<file path="config.mk">
export PLATFORM = sky130hd
export DESIGN_NAME = pq_stream_bridge
export DESIGN_NICKNAME = d
export VERILOG_FILES = /design/src/rtl/pq_pkg.sv /design/src/rtl/pq_out_buf.sv /design/src/rtl/pq_stream_bridge.sv
export SDC_FILE = /design/constraint.sdc
export NUM_CORES = 1
export LEC_CHECK = 0
export ABC_AREA = 1
export BUFFER_PORTS_ARGS = -buffer_cell sky130_fd_sc_hd__buf_2
export CAP_MARGIN = 20
export CORE_MARGIN = 2
export CORE_UTILIZATION = 45
export DETAILED_ROUTE_END_ITERATION = 10
export GPL_TIMING_DRIVEN = 0
export PLACE_DENSITY = 0.82
export SYNTH_ARGS = -nofsm -noshare
export SYNTH_HDL_FRONTEND = slang
export SYNTH_SLANG_ARGS = --single-unit
</file>
<file path="constraint.sdc">
create_clock -name clk_in -period 5.7 [get_ports clk_in]
set_input_delay 1.14 -clock clk_in [delete_from_list [all_inputs] [get_ports clk_in]]
set_output_delay 1.14 -clock clk_in [all_outputs]
set_load 0.03 [all_outputs]
</file>
<file path="src/rtl/pq_pkg.sv">
// Shared types for the priority-queue stream bridge: the queue item and the bridge FSM state.
package pq_pkg;

  localparam int PQ_DATA_WIDTH = 32;
  localparam int PQ_TAG_WIDTH  = 32;

  typedef struct packed {
    logic [PQ_DATA_WIDTH-1:0] data;
    logic [PQ_TAG_WIDTH-1:0]  tag;
  } pq_item_t;

  typedef enum logic [0:0] {
    IDLE     = 1'b0,
    WAIT_RSP = 1'b1
  } pq_bridge_state_t;

endpackage

</file>
<file path="src/rtl/pq_out_buf.sv">
// Two-entry valid/ready FIFO of pq_item_t holding captured queue responses.
module pq_out_buf
  import pq_pkg::*;
(
  input  logic       clk_in,
  input  logic       rst_in,
  input  logic       push_valid,
  input  pq_item_t   push_item,
  output logic       out_valid,
  input  logic       out_ready,
  output pq_item_t   out_item,
  output logic [1:0] count
);

  pq_item_t   mem_q [2];
  pq_item_t   mem_d [2];
  logic       rd_ptr_q, rd_ptr_d;
  logic       wr_ptr_q, wr_ptr_d;
  logic [1:0] count_q, count_d;
  logic       pop;
  logic       push;

  always_comb begin
    pop      = (count_q != 2'd0) && out_ready;
    // A full buffer can still take a push when the head leaves in the same cycle.
    push     = push_valid && ((count_q != 2'd2) || pop);
    mem_d    = mem_q;
    rd_ptr_d = rd_ptr_q;
    wr_ptr_d = wr_ptr_q;
    if (push) begin
      mem_d[wr_ptr_q] = push_item;
      wr_ptr_d        = ~wr_ptr_q;
    end
    if (pop) begin
      rd_ptr_d = ~rd_ptr_q;
    end
    count_d = count_q + {1'b0, push} - {1'b0, pop};
  end

  always_ff @(posedge clk_in or posedge rst_in) begin
    if (rst_in) begin
      for (int i = 0; i < 2; i++) begin
        mem_q[i] <= '0;
      end
      rd_ptr_q <= 1'b0;
      wr_ptr_q <= 1'b0;
      count_q  <= 2'd0;
    end else begin
      for (int i = 0; i < 2; i++) begin
        mem_q[i] <= mem_d[i];
      end
      rd_ptr_q <= rd_ptr_d;
      wr_ptr_q <= wr_ptr_d;
      count_q  <= count_d;
    end
  end

  assign out_valid = (count_q != 2'd0);
  assign out_item  = mem_q[rd_ptr_q];
  assign count     = count_q;

endmodule

</file>
<file path="src/rtl/pq_stream_bridge.sv">
// Stream-to-pulse adapter for the priority queue enq/deq port with a 2-entry response buffer.
// Optional PQ_BRIDGE_STATS_EN adds enq_count/deq_count outputs.
module pq_stream_bridge
  import pq_pkg::*;
#(
  parameter int DATA_WIDTH     = 32,
  parameter int TAG_WIDTH      = 32,
  parameter int TIMEOUT_CYCLES = 4
) (
  input  logic                  clk_in,
  input  logic                  rst_in,
  input  logic                  s_valid,
  output logic                  s_ready,
  input  logic [DATA_WIDTH-1:0] s_data,
  input  logic [TAG_WIDTH-1:0]  s_tag,
  output logic                  m_valid,
  input  logic                  m_ready,
  output logic [DATA_WIDTH-1:0] m_data,
  output logic [TAG_WIDTH-1:0]  m_tag,
  output logic                  pq_enq,
  output logic [DATA_WIDTH-1:0] pq_enq_data,
  output logic [TAG_WIDTH-1:0]  pq_enq_tag,
  input  logic                  pq_full,
  output logic                  pq_deq,
  input  logic [DATA_WIDTH-1:0] pq_data_out,
  input  logic [TAG_WIDTH-1:0]  pq_tag_out,
  input  logic                  pq_empty,
  input  logic                  pq_valid_out,
  output logic                  err
`ifdef PQ_BRIDGE_STATS_EN
  ,
  output logic [31:0]           enq_count,
  output logic [31:0]           deq_count
`endif
);

  localparam int TW = $clog2(TIMEOUT_CYCLES + 1);
  localparam logic GRANT_ENQ = 1'b0;
  localparam logic GRANT_DEQ = 1'b1;

  pq_bridge_state_t state_q, state_d;
  logic [TW-1:0]    timer_q, timer_d;
  logic             last_grant_q, last_grant_d;
  logic             err_q, err_d;
  logic             want_enq, want_deq, grant_enq, grant_deq;
  logic             rsp_push;
  logic [1:0]       buf_count;
  pq_item_t         rsp_item;
  pq_item_t         head_item;

  always_comb begin
    want_deq  = (state_q == IDLE) && !pq_empty && (buf_count < 2'd2);
    want_enq  = s_valid && !pq_full;
    // Round robin: on a conflict the side that did not win last time gets the slot.
    grant_enq = want_enq && (!want_deq || (last_grant_q == GRANT_DEQ));
    grant_deq = want_deq && !grant_enq;
    s_ready   = grant_enq && !rst_in;
    pq_enq    = s_valid && s_ready;
    pq_deq    = grant_deq && !rst_in;
  end

  always_comb begin
    state_d      = state_q;
    timer_d      = timer_q;
    err_d        = err_q;
    last_grant_d = last_grant_q;
    rsp_push     = 1'b0;
    if (pq_enq) begin
      last_grant_d = GRANT_ENQ;
    end else if (pq_deq) begin
      last_grant_d = GRANT_DEQ;
    end
    case (state_q)
      IDLE: begin
        if (pq_valid_out) begin
          err_d = 1'b1;
        end
        if (pq_deq) begin
          state_d = WAIT_RSP;
          timer_d = TW'(TIMEOUT_CYCLES);
        end
      end
      WAIT_RSP: begin
        if (pq_valid_out) begin
          rsp_push = 1'b1;
          state_d  = IDLE;
        end else begin
          timer_d = timer_q - TW'(1);
          if (timer_q == TW'(1)) begin
            err_d   = 1'b1;
            state_d = IDLE;
          end
        end
      end
    endcase
  end

  always_ff @(posedge clk_in or posedge rst_in) begin
    if (rst_in) begin
      state_q      <= IDLE;
      timer_q      <= '0;
      err_q        <= 1'b0;
      last_grant_q <= GRANT_DEQ;
    end else begin
      state_q      <= state_d;
      timer_q      <= timer_d;
      err_q        <= err_d;
      last_grant_q <= last_grant_d;
    end
  end

  assign rsp_item    = '{data: pq_data_out, tag: pq_tag_out};
  assign pq_enq_data = s_data;
  assign pq_enq_tag  = s_tag;
  assign err         = err_q;
  assign m_data      = head_item.data;
  assign m_tag       = head_item.tag;

  pq_out_buf u_out_buf (
    .clk_in     (clk_in),
    .rst_in     (rst_in),
    .push_valid (rsp_push),
    .push_item  (rsp_item),
    .out_valid  (m_valid),
    .out_ready  (m_ready),
    .out_item   (head_item),
    .count      (buf_count)
  );

`ifdef PQ_BRIDGE_STATS_EN
  logic [31:0] enq_count_q, deq_count_q;

  always_ff @(posedge clk_in or posedge rst_in) begin
    if (rst_in) begin
      enq_count_q <= '0;
      deq_count_q <= '0;
    end else begin
      enq_count_q <= enq_count_q + {31'd0, pq_enq};
      deq_count_q <= deq_count_q + {31'd0, rsp_push};
    end
  end

  assign enq_count = enq_count_q;
  assign deq_count = deq_count_q;
`endif

endmodule
</file>
==> impl_summary.log <==
INFO  metric cts.sink_count = 138
INFO  metric cts_setup_buffers = 0
INFO  metric finalHoldWorstSlack = around 0.47 ns
INFO  metric first_pass_iters = 7
INFO  metric maximum_clock_insertion_buffer_count = 2
INFO  metric synth-warning-count = 0
INFO  metric timing.rr.end = u_out_buf.count[1]
INFO  metric largest_family_of_logic_cells_by_synthesized_area = simple AND/OR/NAND/NOR gates
INFO  metric critPathMaxFanout = 40
INFO  metric yosysUniqueCellTypes = 26
INFO  metric timing.reg2reg.worst_path_depth = 9
INFO  metric port_buffers = around 200
INFO  metric fp.dieArea = roughly 17,000 sq um
INFO  metric synth_mux_area_share = 0%
INFO  metric post_synth_instance_area = 7170 sq um
INFO  metric placed_wire_length_estimate_after_detailed_placement = ~14,000 microns
INFO  metric worstSetupEndpointType = output pin
INFO  metric drcViolationCount = 0
INFO  metric power.density_cell_area = roughly 600 nW/um^2
INFO  metric worst_pin_slew = 0.618 ns
INFO  metric cts_tree = done
INFO  metric power_leakage = between 0.005 and 0.006 uW
INFO  metric vias_per_cell = 4.65
INFO  metric post_route_cells_drive_above_1_share = 43.6%
INFO  metric detailroute.via_count = 5,909
INFO  metric final-setup-viol-count = 0
INFO  metric grt_first_pass_wirelength = around 28,000 microns
INFO  metric area.growth.synth_to_final = 28.3%
INFO  metric ios = 268
INFO  metric fmax = 0.280 GHz
INFO  metric report.final.slew_viol_count = 0
INFO  metric hold_path_startpoint = err
INFO  metric compound_gate_fraction_of_synth_area = approximately 15%
INFO  metric clk_root_buffer_cell = clkbuf_16
INFO  metric grt_setup_unrepaired = no
INFO  metric whs_path_depth = 2
INFO  metric synth.yosys.seq_area_share = around half
INFO  metric synth.ff_latch_count = 138
INFO  metric min_cycle_time_layout = about 3.6 ns
INFO  metric peak_supply_drop = about 0.34 mV
INFO  metric insertion_delay = between 0.4 and 0.5 ns
INFO  metric final_hold_viol_count = 0
INFO  metric routabilityCongestion = roughly 0.75
INFO  metric die_width = ~130 microns
INFO  metric yosys.area_share.simple = 18.9%
INFO  metric coreArea = between 15,000 and 20,000 sq um
INFO  metric postSynthCellCount = slightly above 800
INFO  metric crit_type = input port to output pin
INFO  metric grt_pass1_vias = 5,474
INFO  metric syn_avg_cell_area = 8.77 sq um
INFO  metric flop_to_flop_setup_slack = 4.08 ns
INFO  metric clock_skew = between 0.005 and 0.006 ns
INFO  metric synth_top_flop_cell = dfrtp_1
INFO  metric final_common_cell = nand2_1
INFO  metric cts.repair.resized = 0
INFO  metric nets = around 1,200
INFO  metric cts_inserted_buffers = 17
INFO  metric synth_adder_area_share = less than 1%
INFO  metric antennaDiodeCount = 0
INFO  metric cts_htree_levels = 4
INFO  metric grt_max_degree = between 40 and 50
INFO  metric start_util = 45.7%
INFO  metric grt-ovfl-total = 0
INFO  metric holdPathEnd = err
INFO  metric most-common-layout-cells = 335 x nand2_1, 205 x buf_2, 137 x dfrtp_1
INFO  metric antenna_found_initial = 0
INFO  metric route.detailed.wl_per_inst = between 10 and 15 microns
INFO  metric outcome = finished clean
INFO  metric rows = 46
INFO  metric startpoint_type = input port
INFO  metric synth_edf_count = 0
INFO  metric mappedNetlistNets = ~960
INFO  metric final_util = 58.6%
INFO  metric path_clk_slew = around 0.06 ns
INFO  metric slew_headroom = 58.8%
INFO  metric fillers = 1,437
INFO  metric routed_wl = about 18,000 microns
INFO  metric final_ant_viol_nets = 0
INFO  metric die_height = 130 microns
INFO  metric type_of_the_worst_min_delay_path = flip-flop to flip-flop
INFO  metric worstPathArrival = 2.43 ns
INFO  metric worstPathRequired = around 4.6 ns
INFO  metric drt_iter0_markers = ~350
INFO  metric grt.total_usage = about 22%
INFO  metric cap_viol_max_count = 0
INFO  metric async_flop_share = 100%
INFO  metric post-route-period-util = between 60% and 70%
INFO  metric worstReg2RegStart = u_out_buf.count[1]
INFO  metric holdBufCountCts = 0
INFO  metric xor_and_xnor_area_share_after_synthesis = 0.366%
cell families after synthesis:
family                     count (synthesis)
DFF                                      138
buffers and inverters                    191
xor gates and xnor gates                   3
and+or+nand+nor                          351
AOI/OAI and AO/OA                        131
adders and majority gates                  4
registers in the layout (all words and copies together), names as in the netlist:
| signal | count |
|---|---|
| u_out_buf.rd_ptr_q | 1 |
| err | 1 |
| u_out_buf.wr_ptr_q | 1 |
| timer_q | 3 |
| u_out_buf.mem_q | 128 |
| last_grant_q | 1 |
| u_out_buf.count | 2 |
| state_q | 1 |
Yosys cell counts, types with 4 or more instances:
| cell type | instances | area share, % |
|---|---|---|
| buf_4 | 64 | 6.7 |
| inv_1 | 82 | 4.3 |
| nand3_1 | 5 | 0.35 |
| o21ai_1 | 4 | 0.28 |
| nor2_1 | 5 | 0.26 |
| buf_6 | 21 | 3.3 |
| buf_8 | 6 | 1.3 |
| o21ai_0 | 7 | 0.49 |
| o21ai_2 | 119 | 15 |
| ha_1 | 4 | 0.70 |
| dfrtp_1 | 137 | 48 |
| buf_1 | 10 | 0.52 |
| nand2_1 | 335 | 18 |
metrics by stage:
stage | setup slack [ns] | std cells | TNS [ns] | instance area [sq um] | total power [uW]
after global routing | 1.92 | 1272 | 0 | 9200 | 5730
after CTS | 2.07 | 1272 | 0 | 9200 | 5440
after floorplan | 0.777 | 818 | 0 | 7180 | 3470
final | 2.13 | 1272 | 0 | 9200 | 5390
after global placement | -0.295 | 1237 | -0.588 | 8460 | 4080
after detailed placement | 2.07 | 1240 | 0 | 8520 | 4150
how the worst max path moves through the flow:
| stage | depth (start not counted) | from | to |
|---|---|---|---|
| 2_1_floorplan | 3 | rst_in | pq_enq |
| 3_3_place_gp | 5 | rst_in | pq_enq |
| 3_5_place_dp | 6 | rst_in | pq_enq |
| 4_1_cts | 6 | rst_in | pq_enq |
| 5_1_grt | 6 | rst_in | pq_enq |
| 6_report | 6 | rst_in | pq_enq |
metal layers:
metal	global-route usage [%]	vias to the layer above	part of all wire (%)
met3	5.70	30	7.0
met1	26.1	2777	40
met4	7.53	0	1.7
met5	0	-	0
li1	-	2898	-
met2	38.4	204	51
critical path, cell delays in order:
cell	delay [ns]
buf_2	0.11
clkinvlp_4	0.43
buf_12	0.38
nand3_1	0.14
inv_1	0.05
buf_2	0.17
area by class of cell:
cell class                 instances  area, sq um  area share [%]
clock buffer                      21          460            5.00
tap                              216          270            2.94
buffer                           106          867            9.42
inverter                          85          325            3.54
multi-input combinational        489         2530            27.5
sequential                       138         3450            37.5
clock inverter                    11          216            2.35
timing repair buffer             206         1080            11.7
report_power, final:
group	switching [uW]	internal [uW]
sequential	241	1440
clock	420	844
combinational	1650	794
total	2310	3080
(Power assumes the default switching activity.)
